--- config.mk ---
export PLATFORM = sky130hd
export DESIGN_NAME = audio_filter_ctrl
export DESIGN_NICKNAME = d
export VERILOG_FILES = /design/src/rtl/audio_filter_ctrl.sv
export SDC_FILE = /design/constraint.sdc
export NUM_CORES = 1
export LEC_CHECK = 0
export CAP_MARGIN = 10
export CORE_MARGIN = 8
export CORE_UTILIZATION = 55
export CTS_BUF_LIST = sky130_fd_sc_hd__clkbuf_16
export CTS_CLUSTER_DIAMETER = 200
export DETAILED_ROUTE_END_ITERATION = 12
export PLACE_DENSITY = 0.82
export SLEW_MARGIN = 20
export SYNTH_ARGS = -nofsm -noshare
export SYNTH_HDL_FRONTEND = slang
export SYNTH_SLANG_ARGS = --single-unit
export TNS_END_PERCENT = 1
--- constraint.sdc ---
create_clock -name clock -period 5.2 [get_ports clock]
set_clock_uncertainty 0.2 [all_clocks]
set_input_delay 0.78 -clock clock [delete_from_list [all_inputs] [get_ports clock]]
set_output_delay 0.78 -clock clock [all_outputs]
set_load 0.005 [all_outputs]
--- src/rtl/audio_filter_ctrl.sv ---
// Codec-to-codec sample sequencer with a shared-datapath stereo moving-average filter.
// One running sum per channel is updated incrementally from a circular sample history.
//
// state   | meaning
// --------+-----------------------------------------------------------
// IDLE    | waiting for the codec to offer a sample pair
// READ    | pop strobe to the codec; sample pair already latched
// CALC_L  | left running-sum and history update
// CALC_R  | right running-sum and history update, advance shared pointer
// WAIT_WR | hold until the codec can take a pair, then load writedata
// WRITE   | push strobe to the codec
module audio_filter_ctrl #(
  parameter int FILTER_WIDTH = 3,
  parameter int DATA_WIDTH   = 24
) (
  input  logic                  clock,
  input  logic                  reset,
  input  logic                  enable,
  input  logic                  read_ready,
  input  logic                  write_ready,
  input  logic [DATA_WIDTH-1:0] readdata_left,
  input  logic [DATA_WIDTH-1:0] readdata_right,
  output logic                  read,
  output logic                  write,
  output logic [DATA_WIDTH-1:0] writedata_left,
  output logic [DATA_WIDTH-1:0] writedata_right,
  output logic                  busy
);

  localparam int DEPTH     = 1 << FILTER_WIDTH;
  localparam int SUM_WIDTH = DATA_WIDTH + FILTER_WIDTH;
  localparam logic [FILTER_WIDTH-1:0] PTR_ONE = FILTER_WIDTH'(1);

  typedef enum logic [2:0] {
    IDLE    = 3'd0,
    READ    = 3'd1,
    CALC_L  = 3'd2,
    CALC_R  = 3'd3,
    WAIT_WR = 3'd4,
    WRITE   = 3'd5
  } state_t;

  state_t state;

  logic signed [DATA_WIDTH-1:0] sample_l;
  logic signed [DATA_WIDTH-1:0] sample_r;
  logic signed [DATA_WIDTH-1:0] hist_l [DEPTH];
  logic signed [DATA_WIDTH-1:0] hist_r [DEPTH];
  logic signed [SUM_WIDTH-1:0]  sum_l;
  logic signed [SUM_WIDTH-1:0]  sum_r;
  logic        [FILTER_WIDTH-1:0] ptr;

  function automatic logic signed [SUM_WIDTH-1:0] ext(input logic signed [DATA_WIDTH-1:0] v);
    return {{FILTER_WIDTH{v[DATA_WIDTH-1]}}, v};
  endfunction

  always_ff @(posedge clock) begin
    if (reset) begin
      state           <= IDLE;
      read            <= 1'b0;
      write           <= 1'b0;
      busy            <= 1'b0;
      writedata_left  <= '0;
      writedata_right <= '0;
      sample_l        <= '0;
      sample_r        <= '0;
      sum_l           <= '0;
      sum_r           <= '0;
      ptr             <= '0;
      for (int i = 0; i < DEPTH; i++) begin
        hist_l[i] <= '0;
        hist_r[i] <= '0;
      end
    end else begin
      read  <= 1'b0;
      write <= 1'b0;
      case (state)
        IDLE: begin
          if (read_ready) begin
            sample_l <= readdata_left;
            sample_r <= readdata_right;
            read     <= 1'b1;
            busy     <= 1'b1;
            state    <= READ;
          end
        end
        READ: begin
          state <= CALC_L;
        end
        CALC_L: begin
          sum_l       <= sum_l + ext(sample_l) - ext(hist_l[ptr]);
          hist_l[ptr] <= sample_l;
          state       <= CALC_R;
        end
        CALC_R: begin
          sum_r       <= sum_r + ext(sample_r) - ext(hist_r[ptr]);
          hist_r[ptr] <= sample_r;
          ptr         <= ptr + PTR_ONE;
          state       <= WAIT_WR;
        end
        WAIT_WR: begin
          if (write_ready) begin
            // Upper DATA_WIDTH bits of the sum are the floor-divided average.
            if (enable) begin
              writedata_left  <= sum_l[SUM_WIDTH-1:FILTER_WIDTH];
              writedata_right <= sum_r[SUM_WIDTH-1:FILTER_WIDTH];
            end else begin
              writedata_left  <= sample_l;
              writedata_right <= sample_r;
            end
            write <= 1'b1;
            state <= WRITE;
          end
        end
        WRITE: begin
          busy  <= 1'b0;
          state <= IDLE;
        end
        default: begin
          busy  <= 1'b0;
          state <= IDLE;
        end
      endcase
    end
  end

endmodule

==> impl_metrics.ini <==
[synth]
synth_edf_count = 384
syn_nets = 2531
seq_area_frac_synth_pct = 54.0
synth_warnings = 0
synth.avg_cell_area_sq_um = 11.5
ys.flop_type = edfxtp_1
yosys.cell_types.count = 59
yosysMostFrequentCell = edfxtp_1
synthArstFlopShare_pct = 0
synth_area_leader_cell = edfxtp_1
synth-seq-cells = 546
yosys-top-cells-count = edfxtp_1, nor3_1, nand2_1, clkbuf_1, dfxtp_1
synth_area_leaders = edfxtp_1, dfxtp_1, mux4_2
synth_top_area_share_pct = 42.2
netlist_instances = 2369
synth_area_sq_um = 27300

[critical_path]
crit_path_top_delay_cell = dfxtp_4
worstSetupPathType = reg -> reg
crit_fanout = 12
path_delay_family = compound AO/OA/AOI/OAI gates
cp_cell_sequence = clkbuf_16, mux4_2, mux2_2, fa_1, inv_1, ha_1, a211oi_1, o21bai_1, nor3_1, o31ai_1, a41oi_1, o21ai_1, or4_1, o311ai_1
critPathMaxStageDelay_ns = 0.56
ff2ff_setup_slack_ns = 0.22
start_kind = flip-flop
endpoint_kind = flip-flop
critPathRequiredTime_ns = 5.50
reg2reg_depth = 14
arrival_ns = 5.28
r2r_end = sum_l[24]
path_buf_inv = 2

[power]
p_leak_nw = 10.9
power_density_nw_per_um2 = 361
ir_drop_mv = 0.318

[timing]
slew_viol_final = 0
clock.fmax_mhz = 201
rsz0062_at_grt = false
setup-violations-final = 0
max-slew-margin-rel_pct = 34.0
finalSetupTns_ns = 0
worstMarginPinSlew_ns = 0.990
finalCritPeriodShare_pct = 95.7
hold_viol = 0
fin_crit_ns = 4.98
fin_ws_ns = 0.223

[clock_tree]
tritoncts = done
numCtsBuffers = 53
cts_sinks = 546
clk_pin_slew_ns = 0.06
hold_buffers = 0
htreeDepth = 2
root_buffer = clkbuf_16
cts_max_path_buffers = 3
clk_latency_ns = 0.60

[status]
outcome = complete, no violations

[layout]
diodes = 0
area_growth_pct = 13.6
multi_input_area_sq_um = 11300
fill_cells = 3505
ff_latch_area_sq_um = 14800
drive_above_1_share_pct = 12.9
fin_nets = 2558

[die]
start_util_pct = 55.7
die_h_um = 239
die_area_sq_um = 57100
io_pins = 104
core_sq_um = 49100
die_w_um = 239
rows = 81

[drt]
avgRoutedWirePerCell_um = 23.0
firstDrtPassIters = 6
vias = 19693
drc_errors = 0
via_per_inst = 6.34
ant_nets = 0
drt_iter0_markers = 2477
drt_wl_total_um = 71400

[global_routing]
grt_pass1_wl_um = 111000
antenna_found_initial = 0
grt-ovfl-total = 0
grtUsageTotal_pct = 24.6
grt_pass1_vias = 19591
grt_max_degree = 93

[place]
portBuffers = 103
routabilityCongestion = 0.883
place_ws_ns = 0.290
place.detailed.hpwl_um = 44600

[run]
maxCapViolCount = 0

[hold_path]
min-delay-start = sum_l[0]
hold_class = reg -> reg
holdPathEnd = sum_l[0]
min_path_cells = 2
state kept, by name, indices dropped and copies added (netlist names), named ones only:
name,cells
sample_l,24
sum_l,27
ptr,3
sample_r,24
writedata_right,24
write,1
state,3
busy,1
sum_r,27
writedata_left,24
hist_r,192
read,1
hist_l,192
kinds of logic after synthesis:
family                     Yosys count  share of synthesized area (%)
and+or+nand+nor                    780                           14.0
DFF                                546                           54.0
buffers and inverters              385                           5.30
AOI/OAI and AO/OA                  315                           7.27
muxes                              197                           11.8
adders and majority gates          109                           6.42
xor gates and xnor gates            37                           1.19
through the flow:
step	hold slack, ns	area [sq um]	std cells	power (mW)	util, %
CTS	0.260	31000	3103	11.2	63.2
floorplan	0.236	27300	2369	6.55	-
detailed placement	0.252	29100	3004	7.12	59.4
finish	0.260	31100	3104	11.2	63.3
global placement	0.244	29100	3004	7.05	59.4
global route	0.284	31100	3104	11.6	63.3
worst max-delay path by stage:
stage	from	end	slack (ns)	cells after the start
2_1_floorplan	flip-flop	sum_l[24]	0.18	17
3_3_place_gp	flip-flop	sum_l[24]	0.40	14
3_5_place_dp	flip-flop	sum_l[24]	0.29	14
4_1_cts	flip-flop	sum_l[24]	0.27	14
5_1_grt	flip-flop	sum_l[24]	0.08	14
6_report	flip-flop	sum_l[24]	0.22	14
metal layers:
metal	global-route usage [%]	wire, um	vias up
met5	0	0	-
met4	7.51	1760	0
met3	6.44	8760	148
met2	38.7	33200	1212
met1	33.3	27700	9629
li1	-	-	8704
final cells by class:
class	count	share of cell area, %
Sequential cell	546	47.6
Multi-Input combinational cell	1438	36.3
Timing Repair Buffer	155	4.86
Clock inverter	43	1.54
Tap cell	664	2.68
Clock buffer	56	4.51
Inverter	202	2.44
cells in the final DEF (no fill, tap or decap), types with 9 or more instances in the layout:
master and n:
clkdlybuf4s50_1 101, nor3_1 274, xnor2_1 25, o21ai_0 25, and2_1 53, mux2i_1 59
ha_1 57, edfxtp_1 384, clkbuf_16 57, xor2_1 12, nand2_1 185, nand3_1 12
a21oi_1 130, mux4_2 96, fa_1 52, dfxtp_1 157, inv_1 166, bufinv_16 9
o21bai_1 9, buf_4 45, clkinv_1 52, nor4_1 91, a211oi_1 59, a21o_1 25
clkinv_2 12, o21ai_4 9, nor2_1 106, nand4_1 10, mux2_2 42
worst reg2reg max path: cells and delay by family, from the launching register on:
family / cells / cell delay, ns
AO/OA/AOI/OAI: 6 / 1.37
adder cells (fa/ha/maj): 2 / 0.85
multiplexers: 2 / 0.82
AND/OR/NAND/NOR: 2 / 0.78
flip-flops: 1 / 0.56
buffers and inverters: 2 / 0.32
report_power, final:
part	internal, mW	switching [mW]
Sequential	4.84	0.139
Combinational	0.820	1.30
Clock	2.40	1.70
Total	8.06	3.14
repair_timing:
item                                    CTS  global route
setup buffers                             0             1
hold endpoints to repair                  0             0
endpoints found under the setup margin    0             2
gates resized for setup                   0             1
Power figures use the tool's default switching activity.
